`config.mk`:
```
export PLATFORM = sky130hd
export DESIGN_NAME = uart_rx_word
export DESIGN_NICKNAME = d
export VERILOG_FILES = /design/src/rtl/uart_pkg.sv /design/src/rtl/uart_word_pack.sv /design/src/rtl/uart_rx_word.sv
export SDC_FILE = /design/constraint.sdc
export NUM_CORES = 1
export LEC_CHECK = 0
export ABC_CLOCK_PERIOD_IN_PS = 3200
export BUFFER_PORTS_ARGS = -buffer_cell sky130_fd_sc_hd__clkbuf_2
export CAP_MARGIN = 20
export CORE_ASPECT_RATIO = 1.5
export CORE_MARGIN = 2
export CORE_UTILIZATION = 54
export DETAILED_ROUTE_END_ITERATION = 10
export HOLD_SLACK_MARGIN = 0.02
export PLACE_DENSITY = 0.8
export SLEW_MARGIN = 10
export SYNTH_ARGS = -nofsm -noshare
export SYNTH_HDL_FRONTEND = slang
export SYNTH_HIERARCHICAL = 1
export SYNTH_SLANG_ARGS = --single-unit
```
`constraint.sdc`:
```
create_clock -name clock -period 3.2 [get_ports clock]
set_input_delay 0.64 -clock clock [delete_from_list [all_inputs] [get_ports clock]]
set_output_delay 0.64 -clock clock [all_outputs]
set_load 0.03 [all_outputs]
```
`src/rtl/uart_pkg.sv`:
```
// uart_pkg
// Shared definitions for the word-packing UART receiver:
//   - rx_state_t : receiver state encoding (IDLE=0, START=1, DATA=2, STOP=3)
//   - DEFAULT_OVERSAMPLE / DEFAULT_BYTES_PER_WORD : default parameter values
//   - MID_SAMPLE : mid-bit sample index for the default oversample rate
//   - mid_index() : mid-bit sample index for any oversample rate
package uart_pkg;

  typedef enum logic [1:0] {
    IDLE  = 2'd0,
    START = 2'd1,
    DATA  = 2'd2,
    STOP  = 2'd3
  } rx_state_t;

  localparam int DEFAULT_OVERSAMPLE     = 16;
  localparam int DEFAULT_BYTES_PER_WORD = 4;
  localparam int MID_SAMPLE             = DEFAULT_OVERSAMPLE / 2 - 1;

  // The sample is taken one count before the arithmetic centre of the bit so
  // that it lands in the middle of the stable region after synchronizer delay.
  function automatic logic [3:0] mid_index(input int oversample);
    return 4'(oversample / 2 - 1);
  endfunction

endpackage

```
`src/rtl/uart_word_pack.sv`:
```
// uart_word_pack
// Packs a stream of received bytes into little-endian words.
// Ports:
//   clock, reset   : system clock, synchronous active-high reset
//   byte_data      : byte to store in the current lane
//   byte_strobe    : byte_data is valid this cycle
//   clear          : restart the word at lane 0 (resynchronisation)
//   word_data      : assembled word; lanes not yet rewritten keep old contents
//   word_strobe    : one-clock pulse when the last lane of a word was written
module uart_word_pack #(
  parameter int BYTES_PER_WORD = 4
) (
  input  logic                          clock,
  input  logic                          reset,
  input  logic [7:0]                    byte_data,
  input  logic                          byte_strobe,
  input  logic                          clear,
  output logic [8*BYTES_PER_WORD-1:0]   word_data,
  output logic                          word_strobe
);

  localparam int IDX_W = (BYTES_PER_WORD > 1) ? $clog2(BYTES_PER_WORD) : 1;
  localparam logic [IDX_W-1:0] LAST_LANE = IDX_W'(BYTES_PER_WORD - 1);

  logic [IDX_W-1:0] byte_index;

  // Lane write, word strobe and lane pointer. The strobe is registered on the
  // same edge as the byte it completes, so it lines up with the byte flag.
  always_ff @(posedge clock) begin
    if (reset) begin
      byte_index  <= '0;
      word_data   <= '0;
      word_strobe <= 1'b0;
    end else begin
      word_strobe <= 1'b0;
      if (byte_strobe) begin
        word_data[byte_index*8 +: 8] <= byte_data;
        if (byte_index == LAST_LANE) begin
          byte_index  <= '0;
          word_strobe <= 1'b1;
        end else begin
          byte_index <= byte_index + 1'b1;
        end
      end else if (clear) begin
        byte_index <= '0;
      end
    end
  end

endmodule

```
`src/rtl/uart_rx_word.sv`:
```
// uart_rx_word
// Oversampling UART receiver (8N1, LSB first) with optional word packing.
// Optional feature macro: UART_RX_WORD_PACK_EN enables word packing; without
// it word_valid and word_data are tied to 0.
// Ports:
//   clock, reset    : system clock, synchronous active-high reset
//   baud_tick       : one-clock enable at OVERSAMPLE x baud rate
//   UART_ENB        : receiver enable, low forces IDLE and drops the frame
//   rx              : asynchronous serial input, idles high
//   wb_flag/wb_data : one-clock pulse with the last correctly framed byte
//   word_valid      : one-clock pulse when word_data holds a complete word
//   word_data       : assembled word, first byte in [7:0]
//   frame_error     : one-clock pulse when the stop bit was sampled low
//   read_state_out  : current state encoding
//   sample_count    : oversample counter within the current bit
module uart_rx_word
  import uart_pkg::*;
#(
  parameter int OVERSAMPLE     = DEFAULT_OVERSAMPLE,
  parameter int BYTES_PER_WORD = DEFAULT_BYTES_PER_WORD
) (
  input  logic                        clock,
  input  logic                        reset,
  input  logic                        baud_tick,
  input  logic                        UART_ENB,
  input  logic                        rx,
  output logic                        wb_flag,
  output logic [7:0]                  wb_data,
  output logic                        word_valid,
  output logic [8*BYTES_PER_WORD-1:0] word_data,
  output logic                        frame_error,
  output logic [1:0]                  read_state_out,
  output logic [3:0]                  sample_count
);

  localparam logic [3:0] LAST_SAMPLE = 4'(OVERSAMPLE - 1);
  localparam logic [3:0] MID         = mid_index(OVERSAMPLE);

  logic      rx_meta;
  logic      rx_sync;
  rx_state_t state;
  logic [2:0] bit_count;
  logic [7:0] shift_reg;

  // Two-flop synchronizer; both flops reset to the idle line level so a
  // reset never looks like a start bit.
  always_ff @(posedge clock) begin
    if (reset) begin
      rx_meta <= 1'b1;
      rx_sync <= 1'b1;
    end else begin
      rx_meta <= rx;
      rx_sync <= rx_meta;
    end
  end

  // Receive FSM. Pulse outputs default low every clock so each event is a
  // single-cycle pulse. Disabling the receiver overrides baud_tick so an
  // aborted frame never produces a pulse.
  always_ff @(posedge clock) begin
    if (reset) begin
      state        <= IDLE;
      sample_count <= '0;
      bit_count    <= '0;
      shift_reg    <= '0;
      wb_data      <= '0;
      wb_flag      <= 1'b0;
      frame_error  <= 1'b0;
    end else begin
      wb_flag     <= 1'b0;
      frame_error <= 1'b0;
      if (!UART_ENB) begin
        state        <= IDLE;
        sample_count <= '0;
        bit_count    <= '0;
      end else if (baud_tick) begin
        case (state)
          IDLE: begin
            sample_count <= '0;
            bit_count    <= '0;
            if (!rx_sync) state <= START;
          end
          START: begin
            if (sample_count == MID && rx_sync) begin
              state        <= IDLE;
              sample_count <= '0;
            end else if (sample_count == LAST_SAMPLE) begin
              state        <= DATA;
              sample_count <= '0;
              bit_count    <= '0;
            end else begin
              sample_count <= sample_count + 4'd1;
            end
          end
          DATA: begin
            if (sample_count == MID) shift_reg[bit_count] <= rx_sync;
            if (sample_count == LAST_SAMPLE) begin
              sample_count <= '0;
              if (bit_count == 3'd7) state <= STOP;
              else bit_count <= bit_count + 3'd1;
            end else begin
              sample_count <= sample_count + 4'd1;
            end
          end
          STOP: begin
            // Decide at mid-stop and leave at once so a start bit that
            // follows a short stop bit is not missed.
            if (sample_count == MID) begin
              state        <= IDLE;
              sample_count <= '0;
              if (rx_sync) begin
                wb_data <= shift_reg;
                wb_flag <= 1'b1;
              end else begin
                frame_error <= 1'b1;
              end
            end else begin
              sample_count <= sample_count + 4'd1;
            end
          end
          default: begin
            state        <= IDLE;
            sample_count <= '0;
          end
        endcase
      end
    end
  end

  assign read_state_out = state;

`ifdef UART_RX_WORD_PACK_EN
  logic stop_decision;
  logic byte_accept;
  logic word_clear;

  // These mirror the STOP-state decision so the packer updates on the same
  // edge that raises wb_flag / frame_error.
  assign stop_decision = UART_ENB && baud_tick && (state == STOP) && (sample_count == MID);
  assign byte_accept   = stop_decision && rx_sync;
  assign word_clear    = (stop_decision && !rx_sync) || !UART_ENB;

  uart_word_pack #(
    .BYTES_PER_WORD(BYTES_PER_WORD)
  ) u_word_pack (
    .clock      (clock),
    .reset      (reset),
    .byte_data  (shift_reg),
    .byte_strobe(byte_accept),
    .clear      (word_clear),
    .word_data  (word_data),
    .word_strobe(word_valid)
  );
`else
  assign word_valid = 1'b0;
  assign word_data  = '0;
`endif

endmodule

```
# Yosys cells after proc, flatten, opt, wreduce, memory -nomap -nowiden
# Index checks and enable logic that the tools add are counted.
# classes
n_mux	21
reduce_logical	10
n_lt_le_gt_ge	2
bitwise_logic	4
eq_ne	14
add_sub_neg	2
# ops
cell	count
one-hot mux 4 bit (4 select lines)	1
!= test 2 bit (second input constant)	7
two-way mux 2 bit	6
two-way mux 3 bit	4
two-way mux 4 bit	3
AND reduction 6 bit	2
one-hot mux 3 bit (3 select lines)	1
bitwise mux 8 bit	1
one-hot mux 2 bit (4 select lines)	1
AND reduction 5 bit	1
OR reduction 5 bit	1
adder 4 x 1 -> 4 bit (second input constant)	1
equality test 2 bit (second input constant)	2
equality test 4 x 3 -> 1 bit (second input constant)	1
equality test 4 bit (second input constant)	1
< comparator 3 x 4 -> 1 bit (second input constant)	1
NOT 1 bit	4
AND reduction 4 bit	1
adder 3 x 1 -> 3 bit (second input constant)	1
demux 1 bit (select 3 bit)	1
equality test 3 bit (second input constant)	1
greater-or-equal comparator 3 x 1 -> 1 bit (second input constant)	1
two-way mux 1 bit	3
!= test 3 bit (second input constant)	1
5 further kinds	6
# word_totals
output_inout_bits	49
word_cells	62
register_bits	29
inputBits	5

# Logic depth before layout (Yosys ltp)
# logic_depth
depth_word	5
mapped_depth	6
depth_no_buf	6

# Worst setup path before layout
# Ideal clock, no wire load.
# synth_timing
kind	reg2reg
startpoint	register sample_count[0]
endpoint	register shift_reg[5]
t_required_ns	3.072
t_arrival_ns	1.577
path_stages_with_launch	6
synth_period_minus_slack_ns	1.704
slack_ns	1.496
n_path_buf	0
path_cell_list	dfxtp_1 ha_1 nand3b_1 nor4_1 mux2i_1 nor2_1
# synth_via
elab_chain_cells	2
# synth_rtl
item	line_no	source
start, declared	uart_rx_word.sv:33	output logic [3:0] sample_count
start signal, assigned	uart_rx_word.sv:92	sample_count <= sample_count + 4'd1;
start signal, assigned	uart_rx_word.sv:102	sample_count <= sample_count + 4'd1;
start signal, assigned	uart_rx_word.sv:118	sample_count <= sample_count + 4'd1;
equality test 4 x 3 -> 1 bit	uart_rx_word.sv:96	if (sample_count == MID) shift_reg[bit_count] <= rx_sync;
AND reduction 4 bit (no line)	--	
end signal, assigned by index	uart_rx_word.sv:96	
end, declared	uart_rx_word.sv:43	logic [7:0] shift_reg;
# Every way passes these cells.
# A chain may end at the register's enable or synchronous reset.

==> flow_metrics.env <==
export IMPL_cp_top_family="flip-flops"
export IMPL_slowest_stage="dfxtp_1"
export IMPL_synthDistinctLibCells=36
export IMPL_synthesis_instances=185
export IMPL_vdd_drop_max_uv=381
export IMPL_slew_headroom_pct=66.1
export IMPL_setup_tns_ns=0
export IMPL_swShare_pct=24.2
export IMPL_vias_per_cell=5.13
export IMPL_cp_required_ns=2.56
export IMPL_pwr_share_seq_pct=44.5
export IMPL_clkPwrFrac_pct=46.6
export IMPL_firstDrtPassIters=4
export IMPL_clkLatencyLatePin_ns=0.28
export IMPL_timing_hold_ws_ns=0.417
export IMPL_wirelength_um=2880
export IMPL_hp_start="rx_meta"
export IMPL_yosys_area_top_type="dfxtp_1"
export IMPL_htree_levels=2
export IMPL_die_area_um2=3530
export IMPL_grt_max_degree=23
export IMPL_ys_flop_type="dfxtp_1"
export IMPL_dpl_cell_count=233
export IMPL_status="finished, final reports clean"
export IMPL_min_period_over_period_pct=57.8
export IMPL_fillers=286
export IMPL_synthTopCellsByArea="dfxtp_1, buf_4, mux2i_1, nor2_1, nand4_1"
export IMPL_cp_arrival_ns=1.21
export IMPL_grtUsageTotal_pct=18.1
export IMPL_cts_resized_gates=0
export IMPL_overflow=0
export IMPL_combPwrFrac_pct=8.9
export IMPL_core_area_um2=2910
export IMPL_p_int_w=0.000623
export IMPL_synth_edf_count=0
export IMPL_p_sw_w=0.000199
export IMPL_rsz0062_at_grt="no"
export IMPL_p_leak_nw=0.799
export IMPL_path_clk_slew_ns=0.06
export IMPL_yosys_warnings=6
export IMPL_area_growth_syn_to_layout_pct=5.22
export IMPL_slowest_delay_ns=0.63
export IMPL_ioPinCount=54
export IMPL_antenna_found_initial=0
export IMPL_wl_per_cell_um=12.0
export IMPL_die_w_um=49.2
export IMPL_yosysSeqAreaShare_pct=35.1
export IMPL_ant_nets=0
export IMPL_drive_gt1_share_pct=16.8
export IMPL_crit_type="flop to output pin"
export IMPL_vias=1236
export IMPL_final_setup_viol_count=0
export IMPL_hold_viol_final=0
export IMPL_n_antenna_cell=0
export IMPL_dpl_hpwl_um=2120
export IMPL_synth_top_cell_area_share_pct=35.1
export IMPL_critPathBufInv=1
export IMPL_gp_congestion=0.871
export IMPL_r2r_start="sample_count[0]"
export IMPL_cts_tree="yes"
export IMPL_clock_skew_ns=0.00425
export IMPL_cp_end_kind="output pin"
export IMPL_final_common_cell="conb_1"
export IMPL_die_y_um=71.8
export IMPL_min_path_type="flop to flop"
export IMPL_worst_pin_slew_ns=0.507
export IMPL_fmax_mhz=540
export IMPL_avgSynthCellArea_um2=8.95
export IMPL_layout_common_cells="conb_1, dfxtp_1, mux2i_1, clkbuf_2, nor2_1"
export IMPL_crit_chain="clkbuf_2"
export IMPL_finalPower_w=0.000822
export IMPL_final_cells=241
export IMPL_cts_hold_buf=0
export IMPL_grt_first_pass_wirelength_um=4830
export IMPL_grt_pass1_vias=1082
export IMPL_drcViolationCount=0
export IMPL_num_rows=24
export IMPL_max_cap_violations=0
export IMPL_worst_slack_ns=1.35
export IMPL_synth_cell_area_um2=1660
export IMPL_nNetsFinal=209
export IMPL_startpoint_type="flop"
export IMPL_cts_setup_buffers=0
export IMPL_clock_path_buffers=2
export IMPL_cts_buffers=5
export IMPL_drt_iter0_drc=28
export IMPL_synth_async_sr_flop_share_pct=0
export IMPL_min_period_ns=1.85
export IMPL_cts_sinks=29
export IMPL_dp_slack_ns=1.39
export IMPL_power_density_nw_per_um2=472
export IMPL_yosys_register_bits=29
export IMPL_initial_utilization_pct=56.8
export IMPL_port_buffers=20
export IMPL_root_buffer="clkbuf_8"
export IMPL_critPathMaxFanout=15
export IMPL_slew_violations=0
[worst register-to-register path, stage by stage (launching register included)]
cell      delay (ns)
dfxtp_1         0.41
ha_1            0.34
nand3b_1        0.20
nor4_1          0.41
mux2i_1         0.23
nor2_1          0.05
[cells by family after synthesis]
logic type,share of synthesized area (%)
AOI/OAI and AO/OA,7.10
adders and majority gates,2.27
buffers and inverters,19.2
DFF,35.1
muxes,12.7
other,0.227
and+or+nand+nor,23.4
[power groups by stage]
stage | clock network (W) | registers, W | logic [W]
3_3_place_gp | 0 | 0.000373 | 0.0000719
4_1_cts | 0.000395 | 0.000365 | 0.0000723
5_1_grt | 0.000408 | 0.000366 | 0.0000776
6_report | 0.000383 | 0.000366 | 0.0000732
2_1_floorplan | 0 | 0.000372 | 0.0000990
3_5_place_dp | 0 | 0.000373 | 0.0000722
[Yosys cell counts (3+ instances only)]
library cell	n
nand4_1	7
a21oi_1	5
nor2_1	19
nand3b_1	3
dfxtp_1	29
inv_1	5
nor2b_1	4
buf_4	33
nand3_1	4
nand2_1	9
ha_1	3
nor3_1	3
clkbuf_1	4
buf_2	5
o21ai_1	3
mux2i_1	21
nor4_1	4
[path summary, 6_finish.rpt]
path / endpoint / slack (ns) / cells after the start
max: read_state_out[1] / 1.35 / 1
min: rx_sync / 0.42 / 1
min reg2reg: rx_sync / 0.42 / 1
max reg2reg: shift_reg[5] / 1.45 / 5
[final cells by class]
type,count,area [um^2],share of cell area (%)
multi-input cells,140,877,50.4
flip-flops and latches,29,581,33.3
repair buffers,20,100,5.75
clock buffers,7,86.3,4.96
well taps,39,48.8,2.80
clock inverters,1,30.0,1.72
inverters,5,18.8,1.08
[through the flow]
step / instance area [um^2] / utilization, %
4_1_cts: 1740 / 59.8
2_1_floorplan: 1780 / -
3_3_place_gp: 1630 / 55.8
5_1_grt: 1740 / 59.8
3_5_place_dp: 1630 / 55.8
6_report: 1740 / 59.8
[layer usage]
layer | part of all wire [%] | track usage, % | wire length, um | vias to the layer above
met2 | 51 | 29.6 | 1480 | 42
met1 | 40 | 19.8 | 1140 | 584
met5 | 0 | 0 | 0 | -
met4 | 2.6 | 12.4 | 76 | 0
met3 | 6.3 | 5.63 | 183 | 9
li1 | - | - | - | 601
Power figures use the tool's default switching activity.
